File: src/rtl/camera_capture_win_if.sv
// camera_capture_win_if
//   Bundles the DVP camera pins and the frame-buffer write/status signals
//   of camera_capture_win.
//   Camera side : enable, vsync, href, p_data
//   Buffer side : pixel_data, pixel_valid, address
//   Status side : frame_done, frame_error, frame_count
//   Modports    : slave  = the capture block
//                 master = the camera/frame-buffer environment
interface camera_capture_win_if #(
  parameter int BPP    = 2,
  parameter int ADDR_W = 17
);
  logic                enable;
  logic                vsync;
  logic                href;
  logic [7:0]          p_data;
  logic [8*BPP-1:0]    pixel_data;
  logic                pixel_valid;
  logic [ADDR_W-1:0]   address;
  logic                frame_done;
  logic                frame_error;
  logic [7:0]          frame_count;

  modport slave (
    input  enable, vsync, href, p_data,
    output pixel_data, pixel_valid, address, frame_done, frame_error, frame_count
  );

  modport master (
    output enable, vsync, href, p_data,
    input  pixel_data, pixel_valid, address, frame_done, frame_error, frame_count
  );
endinterface

File: src/rtl/camera_capture_win.sv
// camera_capture_win
//   DVP camera capture front end. Assembles BPP-byte pixels (first byte is
//   the MSB), decimates by DECIM in X and Y, emits one frame-buffer write per
//   stored pixel and reports per-frame geometry status and a frame counter.
//   p_clock : pixel clock, all logic on its rising edge
//   reset_n : asynchronous active-low reset
//   bus     : camera pins in, pixel write strobe/data/address and frame
//             status out (see camera_capture_win_if)
module camera_capture_win #(
  parameter int BPP     = 2,
  parameter int FRAME_W = 640,
  parameter int FRAME_H = 480,
  parameter int DECIM   = 1,
  parameter int ADDR_W  = 17
) (
  input  logic                 p_clock,
  input  logic                 reset_n,
  camera_capture_win_if.slave  bus
);

  localparam int                PH_W    = (BPP > 1) ? $clog2(BPP) : 1;
  localparam logic [PH_W-1:0]   PH_LAST = PH_W'(BPP - 1);
  localparam logic [15:0]       DMASK   = 16'(DECIM - 1);

  typedef enum logic [1:0] {SYNC, ARM, CAPTURE} state_t;

  state_t            r_state;
  state_t            w_state_next;
  logic              w_start;
  logic              w_frame_end;

  logic              r_href_d;
  logic [PH_W-1:0]   r_phase;
  logic [15:0]       r_x;
  logic [15:0]       r_y;
  logic [ADDR_W-1:0] r_addr;
  logic              r_err;
  logic [8*BPP-1:0]  r_asm;
  logic [8*BPP-1:0]  r_pixel_data;
  logic              r_pixel_valid;
  logic              r_frame_done;
  logic              r_frame_error;
  logic [7:0]        r_frame_count;

  logic              w_active;
  logic              w_href_rise;
  logic              w_href_fall;
  logic [PH_W-1:0]   w_phase;
  logic              w_keep;
  logic [8*BPP-1:0]  w_asm;

  always_ff @(posedge p_clock or negedge reset_n) begin
    if (!reset_n) r_state <= SYNC;
    else          r_state <= w_state_next;
  end

  always_comb begin
    w_state_next = r_state;
    w_start      = 1'b0;
    w_frame_end  = 1'b0;
    unique case (r_state)
      SYNC:    if (bus.vsync) w_state_next = ARM;
      ARM: begin
        if (!bus.vsync) begin
          if (bus.enable) begin
            w_state_next = CAPTURE;
            w_start      = 1'b1;
          end else begin
            w_state_next = SYNC;
          end
        end
      end
      CAPTURE: begin
        if (bus.vsync) begin
          w_state_next = SYNC;
          w_frame_end  = 1'b1;
        end
      end
      default: w_state_next = SYNC;
    endcase
  end

  // Bytes are only consumed while capturing outside vertical blanking, so a
  // vsync rise during href ends the frame without a line end (short y).
  assign w_active    = (r_state == CAPTURE) && !bus.vsync;
  assign w_href_rise = bus.href && !r_href_d;
  assign w_href_fall = !bus.href && r_href_d;
  assign w_phase     = w_href_rise ? '0 : r_phase;
  assign w_keep      = ((r_x & DMASK) == '0) && ((r_y & DMASK) == '0);

  // Current byte merged into the partial pixel at its MSB-first position.
  always_comb begin
    w_asm = r_asm;
    for (int unsigned k = 0; k < BPP; k++) begin
      if (w_phase == PH_W'(k)) w_asm[8*(BPP-k)-1 -: 8] = bus.p_data;
    end
  end

  always_ff @(posedge p_clock or negedge reset_n) begin
    if (!reset_n) begin
      r_href_d      <= 1'b0;
      r_phase       <= '0;
      r_x           <= '0;
      r_y           <= '0;
      r_addr        <= '0;
      r_err         <= 1'b0;
      r_asm         <= '0;
      r_pixel_data  <= '0;
      r_pixel_valid <= 1'b0;
      r_frame_done  <= 1'b0;
      r_frame_error <= 1'b0;
      r_frame_count <= '0;
    end else begin
      r_href_d      <= bus.href;
      r_pixel_valid <= 1'b0;
      r_frame_done  <= 1'b0;
      // Address advances the cycle after the strobe so the strobe cycle
      // presents the address of the pixel being written.
      if (r_pixel_valid) r_addr <= r_addr + 1'b1;
      if (w_start) begin
        r_x     <= '0;
        r_y     <= '0;
        r_addr  <= '0;
        r_phase <= '0;
        r_err   <= 1'b0;
      end else if (w_frame_end) begin
        r_frame_done  <= 1'b1;
        r_frame_error <= r_err | (r_y != 16'(FRAME_H));
        r_frame_count <= r_frame_count + 8'd1;
      end else if (w_active) begin
        if (bus.href) begin
          r_asm <= w_asm;
          if (w_phase == PH_LAST) begin
            r_phase <= '0;
            r_x     <= r_x + 16'd1;
            if (w_keep) begin
              r_pixel_data  <= w_asm;
              r_pixel_valid <= 1'b1;
            end
          end else begin
            r_phase <= w_phase + 1'b1;
          end
        end else if (w_href_fall) begin
          if (r_x != 16'(FRAME_W)) r_err <= 1'b1;
          r_x     <= '0;
          r_phase <= '0;
          if (r_y != '1) r_y <= r_y + 16'd1;
        end
      end
    end
  end

  assign bus.pixel_data  = r_pixel_data;
  assign bus.pixel_valid = r_pixel_valid;
  assign bus.address     = r_addr;
  assign bus.frame_done  = r_frame_done;
  assign bus.frame_error = r_frame_error;
  assign bus.frame_count = r_frame_count;

endmodule
File: src/flat_wrapper.sv
// flat-port wrapper written by rule: the top's interface ports become plain ports
module camera_capture_win_flat 
#(
  parameter int BPP     = 2,
  parameter int FRAME_W = 640,
  parameter int FRAME_H = 480,
  parameter int DECIM   = 1,
  parameter int ADDR_W  = 17
)
  (p_clock, reset_n, bus_enable, bus_vsync, bus_href, bus_p_data, bus_pixel_data, bus_pixel_valid, bus_address, bus_frame_done, bus_frame_error, bus_frame_count);
  camera_capture_win_if #(.BPP(BPP), .ADDR_W(ADDR_W)) bus_i ();
  input  logic p_clock;
  input  logic reset_n;
  input wire logic [$bits(bus_i.enable)-1:0] bus_enable;
  input wire logic [$bits(bus_i.vsync)-1:0] bus_vsync;
  input wire logic [$bits(bus_i.href)-1:0] bus_href;
  input wire logic [$bits(bus_i.p_data)-1:0] bus_p_data;
  output wire logic [$bits(bus_i.pixel_data)-1:0] bus_pixel_data;
  output wire logic [$bits(bus_i.pixel_valid)-1:0] bus_pixel_valid;
  output wire logic [$bits(bus_i.address)-1:0] bus_address;
  output wire logic [$bits(bus_i.frame_done)-1:0] bus_frame_done;
  output wire logic [$bits(bus_i.frame_error)-1:0] bus_frame_error;
  output wire logic [$bits(bus_i.frame_count)-1:0] bus_frame_count;
  assign bus_i.enable = bus_enable;
  assign bus_i.vsync = bus_vsync;
  assign bus_i.href = bus_href;
  assign bus_i.p_data = bus_p_data;
  assign bus_pixel_data = bus_i.pixel_data;
  assign bus_pixel_valid = bus_i.pixel_valid;
  assign bus_address = bus_i.address;
  assign bus_frame_done = bus_i.frame_done;
  assign bus_frame_error = bus_i.frame_error;
  assign bus_frame_count = bus_i.frame_count;
  camera_capture_win #(.BPP(BPP), .FRAME_W(FRAME_W), .FRAME_H(FRAME_H), .DECIM(DECIM), .ADDR_W(ADDR_W)) u_core (.p_clock(p_clock), .reset_n(reset_n), .bus(bus_i));
endmodule
File: config.mk
export PLATFORM = sky130hd
export DESIGN_NAME = camera_capture_win_flat
export DESIGN_NICKNAME = d
export VERILOG_FILES = /design/src/rtl/camera_capture_win_if.sv /design/src/rtl/camera_capture_win.sv /design/src/flat_wrapper.sv
export SDC_FILE = /design/constraint.sdc
export NUM_CORES = 1
export LEC_CHECK = 0
export BUFFER_PORTS_ARGS = -buffer_cell sky130_fd_sc_hd__clkbuf_2
export CAP_MARGIN = 20
export CORE_MARGIN = 2
export CORE_UTILIZATION = 50
export DETAILED_ROUTE_END_ITERATION = 16
export HOLD_SLACK_MARGIN = 0.06
export PLACE_DENSITY = 0.7
export SKIP_LAST_GASP = 1
export SLEW_MARGIN = 20
export SYNTH_ARGS = -nofsm -noshare
export SYNTH_HDL_FRONTEND = slang
export SYNTH_SLANG_ARGS = --single-unit
File: constraint.sdc
create_clock -name p_clock -period 2 [get_ports p_clock]
set_input_delay 0.1 -clock p_clock [delete_from_list [all_inputs] [get_ports p_clock]]
set_output_delay 0.1 -clock p_clock [all_outputs]
set_load 0.05 [all_outputs]
==> summary.md, run 1 <==
| Metric | Value |
|---|---|
| Outcome | `completed` |
| CTS tree | `yes` |
| Clk slew on worst S/H paths | `0.08 ns` |
| Hold wc startpoint | `bus_vsync` |
| # rows | `34` |
| DR DRC count | `0` |
| Sink of the worst hold path | `u_core.r_state[0]` |
| Footprint of the multi-input gates | `2120 µm²` |
| Vias | `3648` |
| Reg-to-reg endpoint | `u_core.bus.pixel_data[15]` |
| Async SR Flop Fraction | `100%` |
| Synthesized area | `4490 µm²` |
| Synth cell count leaders | `dfrtp_1 (89), nand2_1 (27), mux2_2 (26), nor2_1 (26), nand3_1 (24)` |
| Syn nets | `444` |
| Reg area | `2230 µm²` |
| H-Tree Depth | `3` |
| Least-Margin Pin Slew | `0.524 ns` |
| RSZ-0062 raised after global routing | `false` |
| Register area share after synthesis | `49.7%` |
| Synth area leader | `dfrtp_1` |
| Share of cells above drive strength 1 | `24.9%` |
| Via/cell ratio | `5.90` |
| Hold WS | `0.116 ns` |
| DIE HEIGHT | `98.7 µm` |
| Hold Crit Depth | `2` |
| Starting Density | `51.4%` |
| Root buf cell | `clkbuf_8` |
| Launch point of the worst reg-to-reg path | `u_core.r_state[1]` |
| Data arrival, critical path | `2.13 ns` |
| Setup crit start kind | `flip-flop` |
| Worst Path Max Fanout | `21` |
| Die X | `98.7 µm` |
| FF-to-FF path depth | `5` |
| Initial DRC count | `164` |
| Cell area after layout | `5320 µm²` |
| Post-DP HPWL | `6990 µm` |
| First-pass GRT wire length | `17200 µm` |
| Number of diodes | `0` |
| Pwr Total | `3.94 mW` |
| Worst Hold Class | `input pin to flip-flop` |
| Post-CTS Setup Repair Bufs | `0` |
| Largest net degree at the start of global routing | `54` |
| Synth top area share | `49.7%` |
| Cells after synthesis | `425` |
| Final Hold Fails | `0` |
| Syn. warnings | `0` |
| Worst slew margin | `64.7%` |
| Num CTS Buffers | `9` |
| Routed Antenna Nets | `0` |
| PwrDens | `741 nW/µm²` |
| Post-synth cell types | `53` |
| Average size of a mapped cell | `10.6 µm²` |
| CP required | `2.25 ns` |
| Fmax | `531 MHz` |
| Maxcap violations | `0` |
| R2R Setup Slk | `0.12 ns` |
| IO Count | `57` |
| Most common cell in the synthesized netlist | `dfrtp_1` |
| Port buffer count | `56` |
| Initial antenna violation count | `0` |
| Synth Register Bits | `89` |
| Setup TNS | `0 ns` |
| Fillers | `710` |
| Lkg Pwr | `2.38 nW` |
| Top_reg_cell synth | `dfrtp_1` |
| Routability congestion estimate | `0.923` |
| VDD IR max | `0.474 mV` |
| GRT Overall Usage | `21.6%` |
| Initial DRT Pass Iterations | `5` |
| Clk_lat worst skew | `0.37 ns` |
| Synth-to-layout area growth | `18.6%` |
| Layout Utilization | `61.0%` |
| CTS Buffer Depth | `2` |
| Total gr overflow | `0` |
| Core Region | `8720 µm²` |
| Final WL | `10000 µm` |
| Synth top area cells | `dfrtp_1 (50%), mux2_2 (6.5%), nand4_1 (3.2%)` |
| Vias in the first global route | `3559` |
| # nets final | `524` |
| Final Skew | `0.0102 ns` |
| CTS sink count | `89` |
| DR WL/cell | `16.2 µm` |
| Max-slew violations | `0` |
| Final setup viols | `0` |
| Crit path capture type | `flip-flop` |
| Die area | `9740 µm²` |
| Post-synth EDFFs | `0` |
| Part of the cycle the worst path needs | `94.2%` |
| Final min period | `1.88 ns` |
| Worst Setup Path Type | `flip-flop to flip-flop` |
| Placed Area | `5000 µm²` |
==> cells by family after synthesis <==
kind of cell	count (synthesis)	share of synthesized area (%)
buffers and inverters	32	3.43
AND/OR/NAND/NOR	173	22.4
flip-flops	89	49.7
XOR/XNOR	20	3.91
multiplexers	32	7.87
AO/OA/AOI/OAI	73	11.1
adder cells (fa/ha/maj)	6	1.67
==> sequential cells by signal, indices dropped and copies added, names as in the netlist <==
name                    count
u_core.bus.address         17
u_core.bus.frame_count      8
u_core.bus.frame_done       1
u_core.bus.frame_error      1
u_core.bus.pixel_data      16
u_core.bus.pixel_valid      1
u_core.r_asm                8
u_core.r_err                1
u_core.r_href_d             1
u_core.r_phase              1
u_core.r_state              2
u_core.r_x                 16
u_core.r_y                 16
==> cells in the final DEF, fill, tap and decap left out, types with 5 or more instances in the layout <==
cell type | Yosys | routed
o21ai_0 | 9 | 9
o211ai_1 | 5 | 5
buf_4 | 3 | 21
mux2_2 | 26 | 26
a21oi_1 | 19 | 19
nor2_1 | 26 | 26
dlygate4sd3_1 | 0 | 10
nand2_1 | 27 | 27
nand3_1 | 24 | 24
clkbuf_8 | 0 | 11
mux2i_1 | 6 | 6
ha_1 | 6 | 6
inv_1 | 13 | 13
nor3_1 | 9 | 9
clkbuf_2 | 0 | 55
o31ai_1 | 10 | 10
or3_1 | 7 | 7
xnor2_1 | 12 | 12
nand4_1 | 23 | 23
or4_1 | 8 | 8
a31oi_1 | 6 | 6
dfrtp_1 | 89 | 88
and4_1 | 6 | 6
and3_1 | 8 | 8
xor2_1 | 8 | 8
nor4_1 | 11 | 11
==> layer usage <==
layer | wire length (µm) | track usage [%]
met2 | 4850 | 35.1
met4 | 107 | 4.64
met5 | 0 | 0
met3 | 594 | 5.82
met1 | 4480 | 29.3
==> worst max-delay path by stage <==
stage / from / to / slack (ns) / cells past startpoint
2_1_floorplan: u_core.bus.pixel_valid / u_core.bus.address[15] / 0.15 / 5
3_3_place_gp: u_core.r_state[0] / u_core.r_x[9] / 0.12 / 4
3_5_place_dp: u_core.r_state[0] / u_core.r_x[5] / 0.1 / 4
4_1_cts: u_core.r_state[0] / u_core.r_x[5] / 0.08 / 4
5_1_grt: u_core.r_y[5] / u_core.r_y[13] / 0.009 / 4
6_report: u_core.r_state[1] / u_core.bus.pixel_data[15] / 0.12 / 5
==> area by class of cell <==
class                           instances  share of cell area [%]
Sequential cell                        89                    41.9
Multi-Input combinational cell        304                    39.9
Inverter                               13                   0.917
Clock inverter                          5                    1.18
Timing Repair Buffer                   88                    10.8
Clock buffer                           11                    2.85
Tap cell                              108                    2.54
==> metrics by stage <==
stage	instances	worst slack (ns)
6_report	618	0.117
5_1_grt	618	0.00869
4_1_cts	618	0.0756
3_5_place_dp	592	0.0967
3_3_place_gp	592	0.116
2_1_floorplan	425	0.146
==> worst max-delay path, cell delays in order, from the launching register on <==
cell	delay, ns
dfrtp_1	0.48
buf_4	0.18
nor4bb_1	0.33
and3_1	0.26
buf_12	0.17
mux2_2	0.34
==> report_power, final <==
part / switching (mW) / internal (mW) / total, mW
Sequential: 0.119 / 1.92 / 2.04
Clock: 0.667 / 0.652 / 1.32
Combinational: 0.382 / 0.202 / 0.585
Total: 1.17 / 2.77 / 3.94
==> timing repair <==
action,CTS,global route
gates resized for setup,0,2
hold buffers,10,0
setup endpoints to repair,0,6
endpoints found under the hold margin,53,0
Power figures use the tool's default switching activity.
==> run 2: changes to the inputs <==
--- a/config.mk
+++ b/config.mk
@@ -8,10 +8,10 @@
 export BUFFER_PORTS_ARGS = -buffer_cell sky130_fd_sc_hd__clkbuf_2
 export CAP_MARGIN = 20
 export CORE_MARGIN = 2
-export CORE_UTILIZATION = 50
+export CORE_UTILIZATION = 58
 export DETAILED_ROUTE_END_ITERATION = 16
 export HOLD_SLACK_MARGIN = 0.06
-export PLACE_DENSITY = 0.7
+export PLACE_DENSITY = 0.8
 export SKIP_LAST_GASP = 1
 export SLEW_MARGIN = 20
 export SYNTH_ARGS = -nofsm -noshare
==> summary.md, run 2 (same netlist as run 1, synthesis figures left out) <==
| Metric | Value |
|---|---|
| Launch point of the worst reg-to-reg path | `u_core.r_state[1]` |
| Vias in the first global route | `3784 (+6.3%)` |
| Maxcap violations | `0 (unchanged)` |
| Part of the cycle the worst path needs | `95.4% (+1.2 points)` |
| PwrDens | `740 nW/µm² (about the same)` |
| Pwr Total | `3.90 mW (-0.99%)` |
| Setup TNS | `0 ns (unchanged)` |
| # nets final | `522 (-0.38%)` |
| CP delay by family, top | `simple AND/OR/NAND/NOR gates` |
| Commonest non-fill, non-tap cells in the layout | `dfrtp_1 (89), clkbuf_2 (55), nand2_1 (27)` |
| IO Count | `57 (unchanged)` |
| Crit path buffers/inverters | `0 (-2)` |
| DIE HEIGHT | `91.9 µm (-6.9%)` |
| Sink of the worst hold path | `u_core.r_state[0]` |
| Die area | `8450 µm² (-13%)` |
| Least-Margin Pin Slew | `0.580 ns (+0.0555 ns)` |
| First-pass GRT wire length | `17800 µm (+3.6%)` |
| Final min period | `1.91 ns (+0.0244 ns)` |
| Num CTS Buffers | `9 (unchanged)` |
| Via/cell ratio | `6.12 (+3.6%)` |
| CTS sink count | `89 (unchanged)` |
| Clk slew on worst S/H paths | `0.09 ns (about the same)` |
| Clk_lat worst skew | `0.37 ns (about the same)` |
| Placed insts | `584 (-1.4%)` |
| Worst slew margin | `61.3% (-3.4 points)` |
| Final Hold Fails | `0 (unchanged)` |
| Number of diodes | `0 (unchanged)` |
| Worst Path Max Fanout | `19 (-9.5%)` |
| Final Skew | `0.0163 ns (+0.00607 ns)` |
| Initial antenna violation count | `0 (unchanged)` |
| Worst Setup Path Type | `flip-flop to flip-flop` |
| DR WL/cell | `16.9 µm (+3.9%)` |
| GRT Overall Usage | `26.0% (+4.5 points)` |
| CP Cell Sequence | `nand4bb_4 > o21a_2 > or4_1 > a21oi_1` |
| H-Tree Depth | `3 (unchanged)` |
| FF-to-FF path depth | `4 (-1)` |
| Outcome | `completed` |
| Core Region | `7610 µm² (-13%)` |
| CTS tree | `yes` |
| Final WL | `10300 µm (+2.6%)` |
| Synth-to-layout area growth | `17.5%` |
| Slowest cell on crit path | `dfrtp_1` |
| Lkg Pwr | `2.37 nW (-0.61%)` |
| Setup crit start kind | `flip-flop` |
| Routed Antenna Nets | `0 (unchanged)` |
| Data arrival, critical path | `2.19 ns (+0.06 ns)` |
| Share of cells above drive strength 1 | `24.2% (-0.69 points)` |
| CTS Buffer Depth | `2 (unchanged)` |
| Starting Density | `59.0% (+7.5 points)` |
| Fmax | `524 MHz (-1.3%)` |
| Max-slew violations | `0 (unchanged)` |
| Commonest non-fill, non-tap cell in the layout | `dfrtp_1` |
| # rows | `32 (-5.9%)` |
| Non-filler instance count after layout | `610 (-1.3%)` |
| Reg-to-reg endpoint | `u_core.r_x[9]` |
| CP required | `2.28 ns (+0.03 ns)` |
| Hold wc startpoint | `bus_vsync` |
| Port buffer count | `56 (unchanged)` |
| Largest net degree at the start of global routing | `54 (unchanged)` |
| R2R Setup Slk | `0.09 ns (-0.02 ns)` |
| Crit path capture type | `flip-flop` |
| Crit-path max cell delay | `0.57 ns (+0.09 ns)` |
| Root buf cell | `clkbuf_8` |
| Hold Crit Depth | `2 (unchanged)` |
| Vias | `3731 (+2.3%)` |
| Worst Hold Class | `input pin to flip-flop` |
| Die X | `91.9 µm (-6.9%)` |
| Max reg flops | `17 (unchanged)` |
| Total gr overflow | `0 (unchanged)` |
| Post-DP HPWL | `7170 µm (+2.6%)` |
| VDD IR max | `0.512 mV (+8.1%)` |
| Initial DRT Pass Iterations | `5 (unchanged)` |
| Initial DRC count | `167 (+1.8%)` |
| Routability congestion estimate | `0.939 (+1.7%)` |
| Final setup viols | `0 (unchanged)` |
| RSZ-0062 raised after global routing | `false` |
| DR DRC count | `0 (unchanged)` |
-- run 2: what timing repair did --
item / in CTS / in global routing
hold buffers: 10 / 0
endpoints found under the hold margin: 53 / 0
gates resized for setup: 0 / 1
endpoints found under the setup margin: 0 / 5
buffers inserted: 0 / 0
-- run 2: layout make-up --
class                   instances  area [µm²]
fillers                       588        2330
flip-flops and latches         89        2230
multi-input cells             304        2120
repair buffers                 86         546
clock buffers                  10         128
well taps                     102         128
clock inverters                 6        75.1
inverters                      13        48.8
-- run 2: power breakdown --
| group | internal (mW) | switching, mW | leakage (nW) |
|---|---|---|---|
| Combinational | 0.197 | 0.374 | 1.06 |
| Sequential | 1.92 | 0.125 | 1.21 |
| Clock | 0.598 | 0.689 | 0.0994 |
-- run 2: stage by stage --
step                      setup slack [ns]  util, %  cell area [µm²]  hold WS (ns)
after detailed placement            0.0681     65.3             4970        0.0981
after CTS                          0.00251     69.3             5270         0.108
final                               0.0923     69.3             5270         0.120
after global routing               0.00259     69.3             5270         0.140
after floorplan                      0.146        -             4490        -0.196
after global placement               0.152     65.3             4970        0.0921
-- run 2: per-layer routing --
metal | up-vias | routed length [µm] | GRT usage [%]
met3 | 23 | 564 | 5.18
met2 | 129 | 5190 | 43.8
met4 | 0 | 184 | 8.46
met5 | - | 0 | 0
li1 | 1754 | - | -
met1 | 1825 | 4350 | 34.1
-- run 2: how the worst max path moves through the flow --
| stage | start | to | depth (start not counted) |
|---|---|---|---|
| after global placement | u_core.r_state[0] | u_core.r_x[9] | 4 |
| final | u_core.r_state[1] | u_core.r_x[9] | 4 |
| after detailed placement | u_core.r_state[1] | u_core.r_x[15] | 4 |
| after CTS | u_core.r_state[0] | u_core.r_x[9] | 4 |
| after global routing | u_core.r_state[1] | u_core.r_y[11] | 4 |
| after floorplan | u_core.bus.pixel_valid | u_core.bus.address[15] | 5 |
==> run 3: changes to the inputs <==
==> constraint.sdc (replaced) <==
create_clock -name p_clock -period 2.1 [get_ports p_clock]
set_input_delay 0.105 -clock p_clock [delete_from_list [all_inputs] [get_ports p_clock]]
set_output_delay 0.105 -clock p_clock [all_outputs]
set_load 0.05 [all_outputs]
==> summary.md, run 3 (same netlist as run 1, synthesis figures left out) <==
| Metric | Value |
|---|---|
| Outcome | `completed` |
| DIE HEIGHT | `91.9 µm (unchanged)` |
| CP Cell Sequence | `nand4bb_4 > o21a_1 > buf_4 > o31a_1 > o21a_1` |
| Die X | `91.9 µm (unchanged)` |
| Synth-to-layout area growth | `16.9%` |
| Setup crit start kind | `flip-flop` |
| Setup TNS | `0 ns (unchanged)` |
| Initial antenna violation count | `0 (unchanged)` |
| Commonest non-fill, non-tap cell in the layout | `dfrtp_1` |
| Number of diodes | `0 (unchanged)` |
| Max reg flops | `17 (unchanged)` |
| VDD IR max | `0.570 mV (+11%)` |
| Vias in the first global route | `3787 (+0.079%)` |
| CTS tree | `yes` |
| Commonest non-fill, non-tap cells in the layout | `dfrtp_1 (89), clkbuf_2 (55), nand2_1 (27)` |
| Worst Hold Class | `input pin to flip-flop` |
| Initial DRC count | `184 (+10%)` |
| Reg-to-reg endpoint | `u_core.r_x[12]` |
| Crit path buffers/inverters | `1 (+1)` |
| Routability congestion estimate | `0.962 (+2.5%)` |
| Initial DRT Pass Iterations | `4 (-1)` |
| DR WL/cell | `17.1 µm (+1.7%)` |
| H-Tree Depth | `3 (unchanged)` |
| Num CTS Buffers | `9 (unchanged)` |
| CTS resizes | `0 (unchanged)` |
| Max-slew violations | `0 (unchanged)` |
| Most used cell, CP | `o21a_1` |
| Final Hold Fails | `0 (unchanged)` |
| Final setup viols | `0 (unchanged)` |
| Least-Margin Pin Slew | `0.586 ns (+0.00614 ns)` |
| Maxcap violations | `0 (unchanged)` |
| Clk slew on worst S/H paths | `0.09 ns (about the same)` |
| Worst Path Max Fanout | `17 (-2)` |
| Vias | `3710 (-0.56%)` |
| First-pass GRT wire length | `17700 µm (-1.0%)` |
| Footprint of the multi-input gates | `2120 µm² (about the same)` |
| Port buffer count | `56 (unchanged)` |
| Worst setup margin | `0.135 ns (+0.0428 ns)` |
| # rows | `32 (unchanged)` |
| CTS sink count | `89 (unchanged)` |
| CP delay by family, top | `compound AO/OA/AOI/OAI gates` |
| Fmax | `509 MHz (-2.9%)` |
| Fillers | `585 (-0.51%)` |
| Launch point of the worst reg-to-reg path | `u_core.r_state[1]` |
| R2R Setup Slk | `0.14 ns (+0.04 ns)` |
| PwrDens | `716 nW/µm² (-3.3%)` |
| GRT Overall Usage | `25.9% (-0.18 points)` |
| Post-DP HPWL | `7130 µm (-0.47%)` |
| Data arrival, critical path | `2.22 ns (+0.03 ns)` |
| Total gr overflow | `0 (unchanged)` |
| RSZ-0062 raised after global routing | `false` |
| Hold Crit Depth | `2 (unchanged)` |
| Core Region | `7610 µm² (unchanged)` |
| Final min period | `1.96 ns (+0.0572 ns)` |
| # nets final | `517 (-0.96%)` |
| Crit path capture type | `flip-flop` |
| Sink of the worst hold path | `u_core.r_state[0]` |
| CP required | `2.35 ns (+0.07 ns)` |
| Slowest cell on crit path | `dfrtp_1` |
| Largest net degree at the start of global routing | `52 (-3.7%)` |
| Hold wc startpoint | `bus_vsync` |
| IO Count | `57 (unchanged)` |
| Clk_lat worst skew | `0.36 ns (about the same)` |
| DR DRC count | `0 (unchanged)` |
| Starting Density | `59.0% (unchanged)` |
| Final Skew | `0.0126 ns (-0.00371 ns)` |
| CTS Buffer Depth | `2 (unchanged)` |
| FF-to-FF path depth | `5 (+1)` |
| Part of the cycle the worst path needs | `93.6% (-1.8 points)` |
| Via/cell ratio | `6.13 (+0.26%)` |
| Reg area | `2230 µm² (unchanged)` |
| Pre-CTS setup slack | `0.190 ns (+0.122 ns)` |
| Root buf cell | `clkbuf_8` |
| Routed Antenna Nets | `0 (unchanged)` |
| Worst slew margin | `60.9% (-0.35 points)` |
| Lkg Pwr | `2.34 nW (-0.92%)` |
| Die area | `8450 µm² (unchanged)` |
| Crit-path max cell delay | `0.58 ns (about the same)` |
| Share of cells above drive strength 1 | `23.5% (-0.75 points)` |
| Worst Setup Path Type | `flip-flop to flip-flop` |
| Final WL | `10400 µm (+0.85%)` |
[run 3: changes by cell type in the layout (fill, tap and decap cells not counted), sizes merged]
cell      previous run  this run
buf                 21        16
inv                 16        15
clkinvlp             1         2
[run 3: worst max path at each step]
stage	cells after the start	endpoint	slack, ns	startpoint
2_1_floorplan	5	u_core.bus.address[15]	0.25	u_core.bus.pixel_valid
3_3_place_gp	5	u_core.r_x[12]	0.25	u_core.r_state[0]
3_5_place_dp	5	u_core.r_x[12]	0.19	u_core.r_state[1]
4_1_cts	5	u_core.r_x[12]	0.18	u_core.r_state[1]
5_1_grt	5	u_core.r_x[12]	0.04	u_core.r_state[1]
6_report	5	u_core.r_x[12]	0.14	u_core.r_state[1]
[run 3: final cells by class]
cell class                      instances  area share, %
Multi-Input combinational cell        304           40.4
Inverter                               13          0.931
Sequential cell                        89           42.5
Clock inverter                          6           1.41
Tap cell                              102           2.43
Clock buffer                           10           2.63
Timing Repair Buffer                   81           9.69
[run 3: per-layer routing]
layer | vias up | wire length (µm) | GRT usage, %
met5 | - | 0 | 0
met4 | 0 | 211 | 9.58
met3 | 20 | 492 | 6.16
met2 | 113 | 5190 | 43.9
met1 | 1832 | 4480 | 32.3
li1 | 1745 | - | -
[run 3: through the flow]
stage               cell area (µm²)  cells  utilization, %  hold slack [ns]  total power [mW]
global route                   5240    605            68.9            0.122              3.91
finish                         5240    605            68.9            0.118              3.75
floorplan                      4490    425               -           -0.191              2.33
detailed placement             4930    579            64.8            0.115              2.51
CTS                            5240    605            68.9            0.112              3.76
global placement               4930    579            64.8            0.108              2.48
[run 3: power by group]
group | leakage (nW) | switching (mW) | internal (mW)
clock | 0.101 | 0.660 | 0.597
sequential | 1.21 | 0.121 | 1.83
combinational | 1.04 | 0.360 | 0.185
[run 3: what timing repair did]
| item | 4_1_cts | 5_1_grt |
|---|---|---|
| setup buffers | 0 | 0 |
| hold endpoints to repair | 55 | 0 |
| hold buffers | 10 | 0 |
[run 3: worst reg2reg max path: cells and delay by family (launching register included)]
| family | cells | cell delay (ns) |
|---|---|---|
| buffers and inverters | 1 | 0.26 |
| flip-flops | 1 | 0.58 |
| AND/OR/NAND/NOR | 1 | 0.16 |
| AO/OA/AOI/OAI | 3 | 0.86 |
